--- src/rtl/dice_roll_engine.sv ---
// dice_roll_engine
//
// Dice-side responder to the game FSM. On an accepted roll trigger every
// non-held die spins for SPIN_CYCLES cycles, loading a face derived from a
// free-running 16-bit Galois LFSR. A one-cycle roll_done pulse follows the
// final update. First-roll triggers with any hold switch set are rejected
// with a hold_err pulse; triggers with roll_cnt==3 are rejected silently.
//
// Ports
//   clk           in   system clock, rising edge
//   reset         in   asynchronous active-high reset
//   roll_trigger  in   one-cycle roll request
//   dice_clear    in   clear all dice and return to idle
//   hold_sw[4:0]  in   per-die hold request
//   roll_cnt[1:0] in   rolls already counted this turn
//   dice_vals     out  die i at [3i+2:3i], 0 = blank, 1..6 = face
//   hold_eff      out  hold mask latched at accept
//   busy          out  high while spinning
//   roll_done     out  one-cycle pulse when faces are final
//   hold_err      out  one-cycle pulse on a rejected first-roll hold
//   dice_sum      out  sum of the five faces

module dice_roll_engine #(
    parameter int unsigned SPIN_CYCLES = 8,
    parameter logic [15:0] LFSR_SEED   = 16'hACE1
) (
    input  logic        clk,
    input  logic        reset,
    input  logic        roll_trigger,
    input  logic        dice_clear,
    input  logic [4:0]  hold_sw,
    input  logic [1:0]  roll_cnt,
    output logic [14:0] dice_vals,
    output logic [4:0]  hold_eff,
    output logic        busy,
    output logic        roll_done,
    output logic        hold_err,
    output logic [4:0]  dice_sum
);

    typedef enum logic [1:0] {StIdle, StSpin, StDone} state_e;

    // An all-zero seed would lock the LFSR up.
    localparam logic [15:0] SeedEff = (LFSR_SEED == 16'h0000) ? 16'h0001 : LFSR_SEED;
    localparam logic [7:0]  CntLoad = 8'(SPIN_CYCLES - 1);

    state_e      state_q, state_d;
    logic [15:0] lfsr_q, lfsr_d;
    logic [7:0]  cnt_q, cnt_d;
    logic [14:0] dice_q, dice_d;
    logic [4:0]  hold_q, hold_d;
    logic        roll_done_q, roll_done_d;
    logic        hold_err_q, hold_err_d;
    logic [14:0] spin_dice;

    // Folds a 3-bit value 0..7 onto 1..6.
    function automatic logic [2:0] face_map(input logic [2:0] c);
        return (c < 3'd6) ? (c + 3'd1) : (c - 3'd5);
    endfunction

    // Candidate dice for a spin cycle; a held blank die still spins.
    always_comb begin
        spin_dice = dice_q;
        for (int i = 0; i < 5; i++) begin
            if (!(hold_q[i] && (dice_q[3*i +: 3] != 3'd0))) begin
                spin_dice[3*i +: 3] = face_map(lfsr_q[3*i +: 3]);
            end
        end
    end

    always_comb begin
        lfsr_d      = {1'b0, lfsr_q[15:1]} ^ (lfsr_q[0] ? 16'hB400 : 16'h0000);
        state_d     = state_q;
        cnt_d       = cnt_q;
        dice_d      = dice_q;
        hold_d      = hold_q;
        hold_err_d  = 1'b0;
        roll_done_d = (state_q == StDone);

        if (dice_clear) begin
            state_d     = StIdle;
            cnt_d       = 8'd0;
            dice_d      = 15'd0;
            hold_d      = 5'd0;
            roll_done_d = 1'b0;
        end else begin
            case (state_q)
                StIdle: begin
                    if (roll_trigger) begin
                        if ((roll_cnt == 2'd0) && (|hold_sw)) begin
                            hold_err_d = 1'b1;
                        end else if (roll_cnt != 2'd3) begin
                            hold_d  = (roll_cnt == 2'd0) ? 5'd0 : hold_sw;
                            cnt_d   = CntLoad;
                            state_d = StSpin;
                        end
                    end
                end
                StSpin: begin
                    dice_d = spin_dice;
                    if (cnt_q == 8'd0) begin
                        state_d = StDone;
                    end else begin
                        cnt_d = cnt_q - 8'd1;
                    end
                end
                StDone:  state_d = StIdle;
                default: state_d = StIdle;
            endcase
        end
    end

    always_ff @(posedge clk or posedge reset) begin
        if (reset) begin
            state_q     <= StIdle;
            lfsr_q      <= SeedEff;
            cnt_q       <= 8'd0;
            dice_q      <= 15'd0;
            hold_q      <= 5'd0;
            roll_done_q <= 1'b0;
            hold_err_q  <= 1'b0;
        end else begin
            state_q     <= state_d;
            lfsr_q      <= lfsr_d;
            cnt_q       <= cnt_d;
            dice_q      <= dice_d;
            hold_q      <= hold_d;
            roll_done_q <= roll_done_d;
            hold_err_q  <= hold_err_d;
        end
    end

    assign dice_vals = dice_q;
    assign hold_eff  = hold_q;
    assign busy      = (state_q == StSpin);
    assign roll_done = roll_done_q;
    assign hold_err  = hold_err_q;
    assign dice_sum  = {2'b00, dice_q[2:0]}   + {2'b00, dice_q[5:3]} +
                       {2'b00, dice_q[8:6]}   + {2'b00, dice_q[11:9]} +
                       {2'b00, dice_q[14:12]};

endmodule

--- config.mk ---
export PLATFORM = sky130hd
export DESIGN_NAME = dice_roll_engine
export DESIGN_NICKNAME = d
export VERILOG_FILES = /design/src/rtl/dice_roll_engine.sv
export SDC_FILE = /design/constraint.sdc
export NUM_CORES = 1
export LEC_CHECK = 0
export CORE_MARGIN = 1
export CORE_UTILIZATION = 44
export CTS_BUF_LIST = sky130_fd_sc_hd__clkbuf_2 sky130_fd_sc_hd__clkbuf_4 sky130_fd_sc_hd__clkbuf_8
export CTS_CLUSTER_DIAMETER = 50
export DETAILED_ROUTE_END_ITERATION = 10
export MAX_ROUTING_LAYER = met4
export PLACE_DENSITY = 0.65
export SLEW_MARGIN = 20
export SYNTH_ARGS = -nofsm -noshare
export SYNTH_HDL_FRONTEND = slang
export SYNTH_SLANG_ARGS = --single-unit
--- constraint.sdc ---
create_clock -name clk -period 5.2 [get_ports clk]
set_clock_uncertainty 0.2 [all_clocks]
set_input_delay 1.56 -clock clk [delete_from_list [all_inputs] [get_ports clk]]
set_output_delay 1.56 -clock clk [all_outputs]
set_load 0.005 [all_outputs]
# After elaboration in Yosys (flattened, before gate mapping)
# Index checks and enable logic that the tools add are counted.
dict set report classes {
  n_eq_ne 14
  muxes 36
  n_addsub 15
  reduce_logical 28
  n_lt_le_gt_ge 5
  bitwise_logic 1
}
# operator n
set ops {}
lappend ops {{$mux 8} 5}
lappend ops {{$mux 15} 2}
lappend ops {{$mux 3} 10}
lappend ops {{$mux 5} 6}
lappend ops {{$reduce_bool 3->1} 6}
lappend ops {{$mux 16} 1}
lappend ops {{$pmux 8 s2} 1}
lappend ops {{$xor 15x16->16} 1}
lappend ops {{$add 3x1->3 const B} 5}
lappend ops {{$lt 3x3->1 const B} 5}
lappend ops {{$sub 3x3->3 const B} 5}
lappend ops {{$ne 2x2->1 const B} 7}
lappend ops {{$ne 3x3->1 const B} 4}
lappend ops {{$add 5x3->5} 2}
lappend ops {{$mux 2} 5}
lappend ops {{$reduce_and 2->1} 5}
lappend ops {{$logic_not 8->1} 1}
lappend ops {{$reduce_and 4->1} 2}
lappend ops {{$reduce_bool 2->1} 4}
lappend ops {{$sub 8x1->8 const B} 1}
lappend ops {{$logic_and 1x1->1} 6}
lappend ops {{$add 4x3->5} 1}
lappend ops {{$mux 1} 5}
lappend ops {{$reduce_and 5->1} 1}
lappend ops {{other kinds (7)} 8}
dict set report word_totals {
  regBits 48
  out_inout_bits 28
  elab_cells 110
  inputBits 11
}

# Depth between registers and ports, before layout
dict set report logic_depth {
  depth_word 7
  ltp_mapped 9
  mapped_depth_nobuf 9
}

# Worst setup path after synthesis
# OpenSTA, ideal clock, no wires.
dict set report synth_timing {
  path_kind {register to output}
  from {reg dice_q[1], in the netlist dice_vals[1]}
  to {out dice_sum[2]}
  required_ns 3.440
  arrival_ns 2.709
  slack_ns 0.731
  path_buffers 0
  path_stages_with_launch 10
  path_cell_list {dfrtp_1 -> fa_1 -> fa_1 -> inv_1 -> fa_1 -> inv_1 -> ha_1 -> inv_1 -> fa_1 -> inv_1}
}
dict set report synth_via {
  elab_chain_cells 4
}
# item line
set synth_lines {}
lappend synth_lines {{start, declared} 50} ;# logic [14:0] dice_q, dice_d;
lappend synth_lines {{start signal, assigned} 126} ;# dice_q <= dice_d;
lappend synth_lines {{$add 3x3->4} 138} ;# assign dice_sum = {2'b00, dice_q[2:0]} + {2'b00, dice_q[5:3]} +
lappend synth_lines {{$add 4x3->5} 138}
lappend synth_lines {{$add 5x3->5 (2 in a row)} 139} ;# {2'b00, dice_q[8:6]} + {2'b00, dice_q[11:9]} +
lappend synth_lines {{end, declared} 38} ;# output logic [4:0] dice_sum
# No other way between the ends.

# Worst setup path in the final report
dict set report layout_timing {
  from {reg dice_q[2], in the netlist dice_vals[2]}
  to {out dice_sum[4]}
}
# Same word-level chain as after synthesis.

==> parameters.txt <==
Parameter                              Value

Pwr
  Overall power after layout ... ~0.93 mW
  Static leakage power ... around 1.4 nW
  Maximum VDD drop ... 0.000142 V
  Power per standard cell area ... about 290 nW/um2

Finish
  Diode insertion count for antenna repair ... 0
  Layout Nets ... ~310
  Post-layout utilization of the core ... between 50% and 60%
  Design area ... 3160 um2
  Share of post-route cells with drive strength above 1 ... between 10% and 20%
  Synth-to-layout area growth ... 24.4%

Critical path
  Worst-path fanout max ... 3
  Data required time at the worst endpoint ... between 3 and 4 ns
  Cell depth of the worst flop-to-flop path ... 4
  Crit. End Element ... output pin
  Signal arrival time at the worst endpoint ... ~3.3 ns
  Element type at the critical path start ... flop
  Setup Crit Path Kind ... reg -> out

Floorplanning
  Number of primary I/O pins ... 39
  Die Span Y ... around 78 um
  FP Rows ... 27
  Width of the die ... 77.9 um
  Core ar. ... approximately 5500 um2
  Die outline area ... 6070 um2
  Initial Utilization ... 45.8%

Global routing
  Overall global routing resource usage ... about 20%
  Via count of the first global-routing pass ... 1817
  Initial antenna violation count ... 0
  Largest net degree at the start of global routing ... between 40 and 50
  Global-route wire length before repair ... between 9 and 10 mm
  Sum of overflow across all layers after global routing ... 0

Placement
  I/O Buffers ... 38
  Post-detailed-placement half-perimeter wirelength ... approximately 3.8 mm
  Placed standard-cell area ... between 3000 and 4000 um2
  Placer Congestion ... between 0.7 and 0.8
  Worst slack after detailed placement ... between 0.1 and 0.15 ns

Drt
  Initial DRT Pass Iterations ... 4
  Final wirelength ... about 5.4 mm
  DRC violations left ... 0
  Total number of vias ... just under 2000
  Violation count after the first detailed-route iteration ... slightly above 80
  Post-DR vias/cell ... roughly 5.5
  Final ANT Viol Nets ... 0
  Detail-routed net length per standard cell ... 15.1 um

Logic synthesis
  Netlist cell types ... 46
  Cell area after technology mapping ... ~2500 um2
  Synth Instances ... 234
  Total of flip-flops plus latches after synthesis ... 48
  Syn nets ... about 270
  Register area share after synthesis ... a little under half
  Mean cell area of the mapped netlist ... approximately 11 um2
  Count of warnings emitted by yosys ... 0

STA
  Final Hold Viols ... 0
  Summed negative setup slack over all endpoints ... 0 ns
  RSZ-0062 raised after global routing ... true
  Fmax ... about 0.20 GHz
  Transition at the pin with the smallest max-transition slack ... 0.809 ns
  Final critical path time including I/O delays and setup ... 5.06 ns
  Post-route fraction of the period consumed by the critical path ... 97.4%
  Setup violation total in the final timing report ... 0
  Worst slew slack as a fraction of its limit ... approximately 46%
  Max-slew violation count ... 0
  Final worst setup slack ... 0.138 ns

CTS
  Clock buffer count from CTS ... 5
  Register clock-pin slew on the reported worst setup and hold paths ... ~0.090 ns
  Deepest level of the CTS H-tree ... 2
  Clock Tree Root ... sky130_fd_sc_hd__clkbuf_8
  Sinks on the clock net ... 48
  Clock buffer depth ... 2
  Clock insertion delay at the later pin of the skew report ... around 0.3 ns
  TritonCTS clock tree ... done

Worst hold path
  Hold Path Class ... reg -> reg
  Hold path depth ... 0

Status
  Result of the run ... complete, no violations

Job
  Count of max-cap constraint violations ... 0
==> state kept, by name, summed over array words and instances, names as in the netlist <==
signal	flops
cnt_q	8
dice_vals	15
hold_eff	5
hold_err	1
lfsr_q	16
roll_done	1
state_q	2
==> layout by cell type, fill, tap and decap left out, types with 2 or more instances in the layout <==
cell and instances:
sky130_fd_sc_hd__nor2_1 6, sky130_fd_sc_hd__nor3b_1 6, sky130_fd_sc_hd__mux2i_1 3, sky130_fd_sc_hd__ha_1 12, sky130_fd_sc_hd__a21oi_1 27, sky130_fd_sc_hd__a31oi_1 6
sky130_fd_sc_hd__or3_1 4, sky130_fd_sc_hd__fa_1 8, sky130_fd_sc_hd__dfrtp_1 39, sky130_fd_sc_hd__xnor2_1 3, sky130_fd_sc_hd__xor2_1 3, sky130_fd_sc_hd__dfstp_2 8
sky130_fd_sc_hd__inv_1 10, sky130_fd_sc_hd__o2bb2ai_1 3, sky130_fd_sc_hd__nand3_1 10, sky130_fd_sc_hd__buf_4 7, sky130_fd_sc_hd__a311oi_1 2, sky130_fd_sc_hd__nor4_1 2
sky130_fd_sc_hd__nor2b_1 11, sky130_fd_sc_hd__clkdlybuf4s50_1 35, sky130_fd_sc_hd__o21bai_1 4, sky130_fd_sc_hd__nor3_1 3, sky130_fd_sc_hd__o21ai_0 26, sky130_fd_sc_hd__inv_2 2
sky130_fd_sc_hd__nand2b_1 4, sky130_fd_sc_hd__nand2_1 3, sky130_fd_sc_hd__clkbuf_8 7
==> stage by stage <==
| step | hold slack, ns | std cells |
|---|---|---|
| floorplan | 0.158 | 234 |
| global placement | 0.166 | 342 |
| detailed placement | 0.163 | 342 |
| CTS | 0.176 | 353 |
| global route | 0.181 | 354 |
| finish | 0.174 | 354 |
==> metal layers <==
| layer | wire, um | GRT usage, % |
|---|---|---|
| met3 | 171 | 3.29 |
| met4 | 46 | 5.56 |
| met2 | 2490 | 29.8 |
| met5 | 0 | - |
| met1 | 2650 | 28.3 |
==> repair_timing <==
item,CTS,global route
setup endpoints to repair,3,3
pin swaps,4,2
resized for setup,6,4
setup buffers,3,1
hold buffers,0,0
==> area by class of cell <==
cell class              instances  area (um2)
well taps                      72        90.1
clock buffers                   7        96.3
clock inverters                 1        30.0
flip-flops and latches         48        1210
multi-input cells             167        1250
inverters                      14        53.8
repair buffers                 45         427
fillers                       507        2380
==> logic make-up (layout without fill, tap and decap cells) <==
logic type	after synthesis	count (layout)	share of synthesized area (%)
AO/OA/AOI/OAI	82	82	20.3
AND/OR/NAND/NOR	55	55	12.8
flip-flops	48	48	47.7
adder cells (fa/ha/maj)	21	21	12.7
buffers and inverters	19	67	3.20
XOR/XNOR	6	6	2.07
multiplexers	3	3	1.18
==> report_power, final <==
group	internal (mW)	switching [mW]	total (mW)
combinational	0.109	0.108	0.217
sequential	0.391	0.0237	0.415
clock	0.170	0.124	0.294
==> critical path, cell delays in order, from the launching register on <==
cell and delay [ns]:
sky130_fd_sc_hd__dfrtp_1 0.43, sky130_fd_sc_hd__fa_1 0.57, sky130_fd_sc_hd__fa_1 0.44, sky130_fd_sc_hd__fa_1 0.50, sky130_fd_sc_hd__ha_1 0.32, sky130_fd_sc_hd__a21o_1 0.18
sky130_fd_sc_hd__a21oi_1 0.17, sky130_fd_sc_hd__xnor2_1 0.14, sky130_fd_sc_hd__dlygate4sd2_1 0.25
==> Yosys cell counts (all sizes together) <==
| master | number | area share [%] |
|---|---|---|
| a211o | 1 | 0.35 |
| a211oi | 2 | 1.3 |
| a21boi | 1 | 0.30 |
| a21o | 1 | 0.30 |
| a21oi | 28 | 5.7 |
| a221oi | 1 | 0.35 |
| a22oi | 1 | 0.30 |
| a311oi | 2 | 0.69 |
| a31oi | 6 | 1.5 |
| clkbuf | 5 | 1.1 |
| clkinv | 1 | 0.15 |
| dfrtp | 40 | 39 |
| dfstp | 8 | 8.3 |
| fa | 8 | 6.3 |
| ha | 13 | 6.4 |
| inv | 13 | 1.9 |
| mux2i | 3 | 1.2 |
| nand2 | 4 | 0.69 |
| nand2b | 4 | 0.99 |
| nand3 | 10 | 2.0 |
| nor2 | 7 | 1.1 |
| nor2b | 11 | 2.7 |
| nor3 | 3 | 0.59 |
| nor3b | 6 | 1.8 |
| nor4 | 3 | 0.99 |
| o211ai | 1 | 0.30 |
| o21a | 1 | 0.35 |
| o21ai | 27 | 5.8 |
| o21bai | 4 | 1.2 |
| o22ai | 1 | 0.25 |
| o2bb2ai | 3 | 1.0 |
| o311a | 1 | 0.39 |
| o31ai | 1 | 0.30 |
| or2 | 1 | 0.25 |
| or3 | 4 | 0.99 |
| or4 | 2 | 0.74 |
| xnor2 | 3 | 1.0 |
| xor2 | 3 | 1.0 |
==> path summary, 6_finish.rpt <==
kind / endpoint / startpoint / slack, ns
max: dice_sum[4] / dice_vals[2]$_DFFE_PP0P_ / 0.14
min: lfsr_q[6]$_DFF_PP1_ / lfsr_q[7]$_DFF_PP1_ / 0.17
max reg2reg: cnt_q[5]$_DFFE_PP0P_ / cnt_q[3]$_DFFE_PP0P_ / 3.27
min reg2reg: lfsr_q[6]$_DFF_PP1_ / lfsr_q[7]$_DFF_PP1_ / 0.17
max in group asynchronous: dice_vals[0]$_DFFE_PP0P_ / reset / 2.75
min in group asynchronous: lfsr_q[14]$_DFF_PP0_ / reset / 1.51
Power figures use the tool's default switching activity.
